## src/rtl/truth_table_sweeper_pkg.sv

```systemverilog
// Shared types and sizes for the truth-table sweeper.
// Optional stability checking is enabled with TT_STABILITY_CHECK_EN.
package truth_table_pkg;

    typedef enum logic [1:0] {
        ST_IDLE,
        ST_APPLY,
        ST_DONE
    } tt_state_e;

    localparam int NUM_VEC = 8;
    localparam int IDX_W   = 3;

endpackage

```

## src/rtl/truth_table_sweeper_if.sv

```systemverilog
// Control/status and gate-side signals of the truth-table sweeper.
// The unstable flag exists only when TT_STABILITY_CHECK_EN is defined.
interface truth_table_sweeper_if;

    logic       start;
    logic       stim_in1;
    logic       stim_in2;
    logic       stim_in3;
    logic       dut_out;
    logic       busy;
    logic       done;
    logic [7:0] table_out;
    logic       match;
`ifdef TT_STABILITY_CHECK_EN
    logic       unstable;

    modport master (
        output start, dut_out,
        input  stim_in1, stim_in2, stim_in3, busy, done, table_out, match, unstable
    );

    modport slave (
        input  start, dut_out,
        output stim_in1, stim_in2, stim_in3, busy, done, table_out, match, unstable
    );
`else
    modport master (
        output start, dut_out,
        input  stim_in1, stim_in2, stim_in3, busy, done, table_out, match
    );

    modport slave (
        input  start, dut_out,
        output stim_in1, stim_in2, stim_in3, busy, done, table_out, match
    );
`endif

endinterface

```

## src/rtl/truth_table_sweeper_settle_timer.sv

```systemverilog
// Per-vector settle counter: counts 0..SETTLE and holds at SETTLE until restarted.
// late_window (TT_STABILITY_CHECK_EN only) marks the final ceil(SETTLE/2) settle cycles.
module settle_timer #(
    parameter int SETTLE = 4
) (
    input  logic clk,
    input  logic rst,
    input  logic restart,
`ifdef TT_STABILITY_CHECK_EN
    output logic late_window,
`endif
    output logic expire
);

    localparam int CNT_W = $clog2(SETTLE + 1);

    logic [CNT_W-1:0] count;

    always_ff @(posedge clk or posedge rst) begin
        if (rst) begin
            count <= '0;
        end else if (restart) begin
            count <= '0;
        end else if (count != CNT_W'(SETTLE)) begin
            count <= count + 1'b1;
        end
    end

    assign expire = (count == CNT_W'(SETTLE - 1));

`ifdef TT_STABILITY_CHECK_EN
    localparam int LATE_LO = SETTLE - (SETTLE + 1) / 2;

    // Count 0 is excluded: its previous cycle still carried the prior vector.
    function automatic logic [SETTLE:0] late_mask();
        logic [SETTLE:0] m;
        for (int i = 0; i <= SETTLE; i++) begin
            m[i] = (i >= LATE_LO) && (i < SETTLE) && (i != 0);
        end
        return m;
    endfunction

    localparam logic [SETTLE:0] LATE_MASK = late_mask();

    assign late_window = LATE_MASK[count];
`endif

endmodule

```

## src/rtl/truth_table_sweeper.sv

```systemverilog
// Drives all 8 input vectors into a 3-input gate, samples its output after a settle
// window and compares the measured table to EXPECTED. Option: TT_STABILITY_CHECK_EN.
module truth_table_sweeper
    import truth_table_pkg::*;
#(
    parameter int                 SETTLE   = 4,
    parameter logic [NUM_VEC-1:0] EXPECTED = 8'hA0
) (
    input logic                  clk,
    input logic                  rst,
    truth_table_sweeper_if.slave tt
);

    generate
        if (SETTLE < 1 || SETTLE > 255) begin : g_bad_settle
            $error("truth_table_sweeper: SETTLE must be in 1..255");
        end
    endgenerate

    tt_state_e          state;
    logic [IDX_W-1:0]   idx;
    logic [IDX_W-1:0]   stim;
    logic               pend;
    logic [NUM_VEC-1:0] table_q;
    logic               match_q;
    logic               busy_q;
    logic               done_q;
    logic               restart;
    logic               expire;
    logic               change;
    logic               last_vec;

    assign last_vec = (idx == IDX_W'(NUM_VEC - 1));
    assign restart  = ((state == ST_IDLE) && tt.start) || ((state == ST_APPLY) && pend);

`ifdef TT_STABILITY_CHECK_EN
    logic late_window;
    logic prev_out;
    logic unstable_q;

    assign change = (state == ST_APPLY) && late_window && (tt.dut_out != prev_out);

    always_ff @(posedge clk or posedge rst) begin
        if (rst) begin
            prev_out <= 1'b0;
        end else begin
            prev_out <= tt.dut_out;
        end
    end

    settle_timer #(.SETTLE(SETTLE)) u_timer (
        .clk         (clk),
        .rst         (rst),
        .restart     (restart),
        .late_window (late_window),
        .expire      (expire)
    );

    assign tt.unstable = unstable_q;
`else
    assign change = 1'b0;

    settle_timer #(.SETTLE(SETTLE)) u_timer (
        .clk     (clk),
        .rst     (rst),
        .restart (restart),
        .expire  (expire)
    );
`endif

    // Each vector occupies SETTLE+1 cycles: sample at count SETTLE-1, advance one edge later.
    always_ff @(posedge clk or posedge rst) begin
        if (rst) begin
            state   <= ST_IDLE;
            idx     <= '0;
            stim    <= '0;
            pend    <= 1'b0;
            table_q <= '0;
            match_q <= 1'b0;
            busy_q  <= 1'b0;
            done_q  <= 1'b0;
`ifdef TT_STABILITY_CHECK_EN
            unstable_q <= 1'b0;
`endif
        end else begin
            done_q <= 1'b0;
            case (state)
                ST_IDLE: begin
                    if (tt.start) begin
                        state   <= ST_APPLY;
                        idx     <= '0;
                        stim    <= '0;
                        pend    <= 1'b0;
                        table_q <= '0;
                        match_q <= 1'b0;
                        busy_q  <= 1'b1;
`ifdef TT_STABILITY_CHECK_EN
                        unstable_q <= 1'b0;
`endif
                    end
                end
                ST_APPLY: begin
`ifdef TT_STABILITY_CHECK_EN
                    if (change) begin
                        unstable_q <= 1'b1;
                    end
`endif
                    if (pend) begin
                        pend <= 1'b0;
                        if (last_vec) begin
                            state  <= ST_DONE;
                            stim   <= '0;
                            busy_q <= 1'b0;
                            done_q <= 1'b1;
                        end else begin
                            idx  <= idx + 1'b1;
                            stim <= idx + 1'b1;
                        end
                    end else if (expire) begin
                        table_q[idx] <= tt.dut_out;
                        pend         <= 1'b1;
                        if (last_vec) begin
`ifdef TT_STABILITY_CHECK_EN
                            match_q <= ({tt.dut_out, table_q[NUM_VEC-2:0]} == EXPECTED)
                                       && !(unstable_q || change);
`else
                            match_q <= ({tt.dut_out, table_q[NUM_VEC-2:0]} == EXPECTED)
                                       && !change;
`endif
                        end
                    end
                end
                ST_DONE: begin
                    state <= ST_IDLE;
                end
                default: begin
                    state <= ST_IDLE;
                end
            endcase
        end
    end

    assign tt.stim_in1  = stim[2];
    assign tt.stim_in2  = stim[1];
    assign tt.stim_in3  = stim[0];
    assign tt.busy      = busy_q;
    assign tt.done      = done_q;
    assign tt.table_out = table_q;
    assign tt.match     = match_q;

endmodule

```

## src/flat_wrapper.sv

```systemverilog
// flat-port wrapper written by rule: the top's interface ports become plain ports
module truth_table_sweeper_flat import truth_table_pkg::*;
#(
    parameter int                 SETTLE   = 4,
    parameter logic [NUM_VEC-1:0] EXPECTED = 8'hA0
)
  (clk, rst, tt_start, tt_dut_out, tt_stim_in1, tt_stim_in2, tt_stim_in3, tt_busy, tt_done, tt_table_out, tt_match);
  truth_table_sweeper_if tt_i ();
  input logic clk;
  input logic rst;
  input wire logic [$bits(tt_i.start)-1:0] tt_start;
  input wire logic [$bits(tt_i.dut_out)-1:0] tt_dut_out;
  output wire logic [$bits(tt_i.stim_in1)-1:0] tt_stim_in1;
  output wire logic [$bits(tt_i.stim_in2)-1:0] tt_stim_in2;
  output wire logic [$bits(tt_i.stim_in3)-1:0] tt_stim_in3;
  output wire logic [$bits(tt_i.busy)-1:0] tt_busy;
  output wire logic [$bits(tt_i.done)-1:0] tt_done;
  output wire logic [$bits(tt_i.table_out)-1:0] tt_table_out;
  output wire logic [$bits(tt_i.match)-1:0] tt_match;
  assign tt_i.start = tt_start;
  assign tt_i.dut_out = tt_dut_out;
  assign tt_stim_in1 = tt_i.stim_in1;
  assign tt_stim_in2 = tt_i.stim_in2;
  assign tt_stim_in3 = tt_i.stim_in3;
  assign tt_busy = tt_i.busy;
  assign tt_done = tt_i.done;
  assign tt_table_out = tt_i.table_out;
  assign tt_match = tt_i.match;
  truth_table_sweeper #(.SETTLE(SETTLE), .EXPECTED(EXPECTED)) u_core (.clk(clk), .rst(rst), .tt(tt_i));
endmodule
```

## config.mk

```make
export PLATFORM = sky130hd
export DESIGN_NAME = truth_table_sweeper_flat
export DESIGN_NICKNAME = d
export VERILOG_FILES = /design/src/rtl/truth_table_sweeper_pkg.sv /design/src/rtl/truth_table_sweeper_if.sv /design/src/rtl/truth_table_sweeper_settle_timer.sv /design/src/rtl/truth_table_sweeper.sv /design/src/flat_wrapper.sv
export SDC_FILE = /design/constraint.sdc
export NUM_CORES = 1
export LEC_CHECK = 0
export BUFFER_PORTS_ARGS = -buffer_cell sky130_fd_sc_hd__buf_2
export CORE_ASPECT_RATIO = 1.2
export CORE_UTILIZATION = 56
export DETAILED_ROUTE_END_ITERATION = 10
export PLACE_DENSITY = 0.77
export SYNTH_ARGS = -nofsm -noshare
export SYNTH_HDL_FRONTEND = slang
export SYNTH_SLANG_ARGS = --single-unit
```

## constraint.sdc

```tcl
create_clock -name clk -period 2.2 [get_ports clk]
set_input_delay 0.22 -clock clk [delete_from_list [all_inputs] [get_ports clk]]
set_output_delay 0.22 -clock clk [all_outputs]
set_load 0.05 [all_outputs]
```

==> impl_results.md <==
- Clock root buffer: clkbuf_4
- Total track usage: 22.18%
- Setup_tns: 0 ns
- Worst hold margin: 0.05847 ns
- Post-synthesis async set-or-reset flop share: 100.0%
- Synthesized Nets: 132
- 1st-pass router iterations: 4
- DPL Wire Length: approximately 1800 µm
- IO Count: 18
- Hold WC Path Type: in -> async
- Largest net degree at the start of global routing: 24
- Slew margin rel.: 41.24%
- Post-synth EDFFs: 0
- Vias in the first global route: 850
- Max-slew violation count: 0
- DR WL/cell: 14.45 µm
- Nets: 149
- Critical Path RT: 2.41 ns
- R2r endpoint: u_core.idx[0]$_DFFE_PP0P_
- Critical Path Sink Type: flop
- Final Non-Filler Cells: 168
- Int Pwr: a little over 1 mW
- Status: finished, final reports clean
- Flop pwr share: 37.3%
- Ratio of total power to cell area: 1386 mW/mm²
- Sequential-to-total area share from yosys stat: roughly 44%
- Port Buffers: 17
- Post-Syn Instances: 122
- Share of layout cells above drive strength 1: 23.91%
- RSZ-0062 raised after global routing: no
- Die H: between 50 and 60 µm
- Clock transition at path regs: 0.13 ns
- Post-placement cell count: 164
- Net Switching: between 0.9 and 1 mW
- P&R area growth vs syn: 9.248%
- Die Wd: 45.96 µm
- Worst-Margin Slew: between 0.8 and 0.9 ns
- Clock Sinks: 23
- CP max FO: 12
- Hold Fails Final Rpt: 0
- Vias per cell: 5.631
- Crit path arrival time: 2.15 ns
- Hold Buf Count CTS: 0
- Die Footprint: 0.002517 mm²
- Num CTS Buffers: 3
- Net Sw Frac: a little under half
- Min Tclk post-route: 1.931 ns
- Critical path class: reg -> reg
- DRT Wirelength: 2428 µm
- Max Cap Violations: 0
- Startpoint Class: flop
- Reg2Reg Depth: 5
- Total Power: 1.967 mW
- CTS resizes: 0
- Final period utilization: 87.76%
- Reg-to-reg slack, setup: 0.27 ns
- ANT cells: 0
- CTS H-Tree Depth: 1
- Starting Density: 61.35%
- VDD IR max: 0.0008909 V
- Worst Clk Skew: 0.006261 ns
- First-pass GRT wire length: 3843 µm
- Yosys warning count: 0
- CTS tree: built
- Worst r2r src: u_core.idx[0]$_DFFE_PP0P_
- Pleak: 0.6378 nW
- Logic pwr share: a little over half
- Mapped cell area: 0.001299 mm²
- Later-pin clock latency in the skew report: around 0.32 ns
- Gpl congestion: 0.8537
- Core Region: 0.002117 mm²
- Final design utilization: 67.02%
- Initial DRC Count: 15
- Initial antenna violation count: 0
- Routed vias: 946
- Synth Area per Inst: 10.65 µm²
- Fmax: 0.5180 GHz
- FP Rows: 18
- Endpoints failing setup: 0
- Post-route DRC: 0
- Grt total ovfl: 0
- Post-route ant nets: 0
- Post-synthesis register bit count: 23
- Setup repair bufs after CTS: 0
- Post-synth top flop: dfrtp_1
- Count of cell types in the netlist: 41
- Clk buf depth: 2
- Clk pwr share: 10.0%
[worst max path at each step]
stage	slack (ns)	cells past startpoint	startpoint	to
2_1_floorplan	0.56	5	u_core.idx[0]$_DFFE_PP0P_	u_core.idx[0]$_DFFE_PP0P_
3_3_place_gp	0.40	5	u_core.idx[1]$_DFFE_PP0P_	u_core.idx[2]$_DFFE_PP0P_
3_5_place_dp	0.32	5	u_core.idx[0]$_DFFE_PP0P_	u_core.idx[0]$_DFFE_PP0P_
4_1_cts	0.28	5	u_core.idx[0]$_DFFE_PP0P_	u_core.idx[0]$_DFFE_PP0P_
5_1_grt	0.22	5	u_core.idx[1]$_DFFE_PP0P_	u_core.idx[0]$_DFFE_PP0P_
6_report	0.27	5	u_core.idx[0]$_DFFE_PP0P_	u_core.idx[0]$_DFFE_PP0P_
[flip-flops by register name, summed over array words and instances (netlist names), 2 cells and up]
register,cells
u_core.idx,3
u_core.state,2
u_core.stim,3
u_core.tt.table_out,8
u_core.u_timer.count,3
[cell type report]
class	instances	area, µm²
Clock buffer	3	22.52
Clock inverter	1	5.005
Fill cell	183	698.2
Inverter	15	56.30
Multi-Input combinational cell	78	629.4
Sequential cell	23	575.6
Tap cell	30	37.54
Timing Repair Buffer	18	92.59
[worst max-delay path, cell delays in order, from the launching register on]
cell	delay, ns
dfrtp_1	0.51
ha_1	0.28
ha_1	0.23
nand3b_2	0.24
a21oi_4	0.22
mux2_1	0.35
[cells in the final DEF (no fill, tap or decap), drive strengths merged, types with 5 or more instances in the layout]
cell / n
nand2: 7
dfrtp: 23
a21oi: 8
o22ai: 5
ha: 6
buf: 18
inv: 15
o211ai: 6
mux2: 5
[metrics by stage]
step	cell area [µm²]	setup slack, ns
after floorplan	1299	0.5596
after global placement	1391	0.3968
after detailed placement	1391	0.3229
after CTS	1419	0.2751
after global routing	1419	0.2178
final	1419	0.2693
[power by group through the flow]
stage / Sequential, mW / Combinational, mW / Clock (mW)
2_1_floorplan: 0.924 / 0.652 / 0
3_3_place_gp: 0.725 / 1.02 / 0
3_5_place_dp: 0.739 / 1.04 / 0
4_1_cts: 0.730 / 1.05 / 0.200
5_1_grt: 0.756 / 1.13 / 0.215
6_report: 0.733 / 1.04 / 0.197
[logic make-up after synthesis]
group	share of synthesized area [%]
mux	5.973
buf+inv	7.225
compound gates	17.34
fa+ha+maj	5.780
simple gates	18.69
xor+xnor	0.6745
flops	44.32
[routing by layer]
layer	up-vias	GRT usage (%)	routed length (µm)
li1	471	-	-
met1	449	26.09	1000
met2	20	37.32	1300
met3	6	4.290	69
met4	0	12.25	58
met5	-	0	0
[synthesized netlist by cell type (2+ instances only)]
cell type | number | area [µm²]
mux2_1 | 2 | 22.52
nor3_1 | 2 | 10.01
o211ai_1 | 6 | 45.04
nand3b_1 | 2 | 15.01
dfrtp_1 | 23 | 575.6
o21ai_0 | 2 | 10.01
a21oi_4 | 2 | 32.53
or3_1 | 3 | 18.77
ha_1 | 6 | 75.07
a221oi_1 | 3 | 26.28
nand2_1 | 7 | 26.28
buf_2 | 3 | 15.01
inv_1 | 15 | 56.30
a21oi_1 | 5 | 25.02
or4_1 | 2 | 15.01
nand3_1 | 2 | 10.01
mux2_4 | 3 | 45.04
o221ai_1 | 2 | 17.52
nor2_1 | 3 | 11.26
nand2b_1 | 4 | 25.02
o22ai_1 | 5 | 31.28
Note: power is estimated with default switching activity, not from simulation.
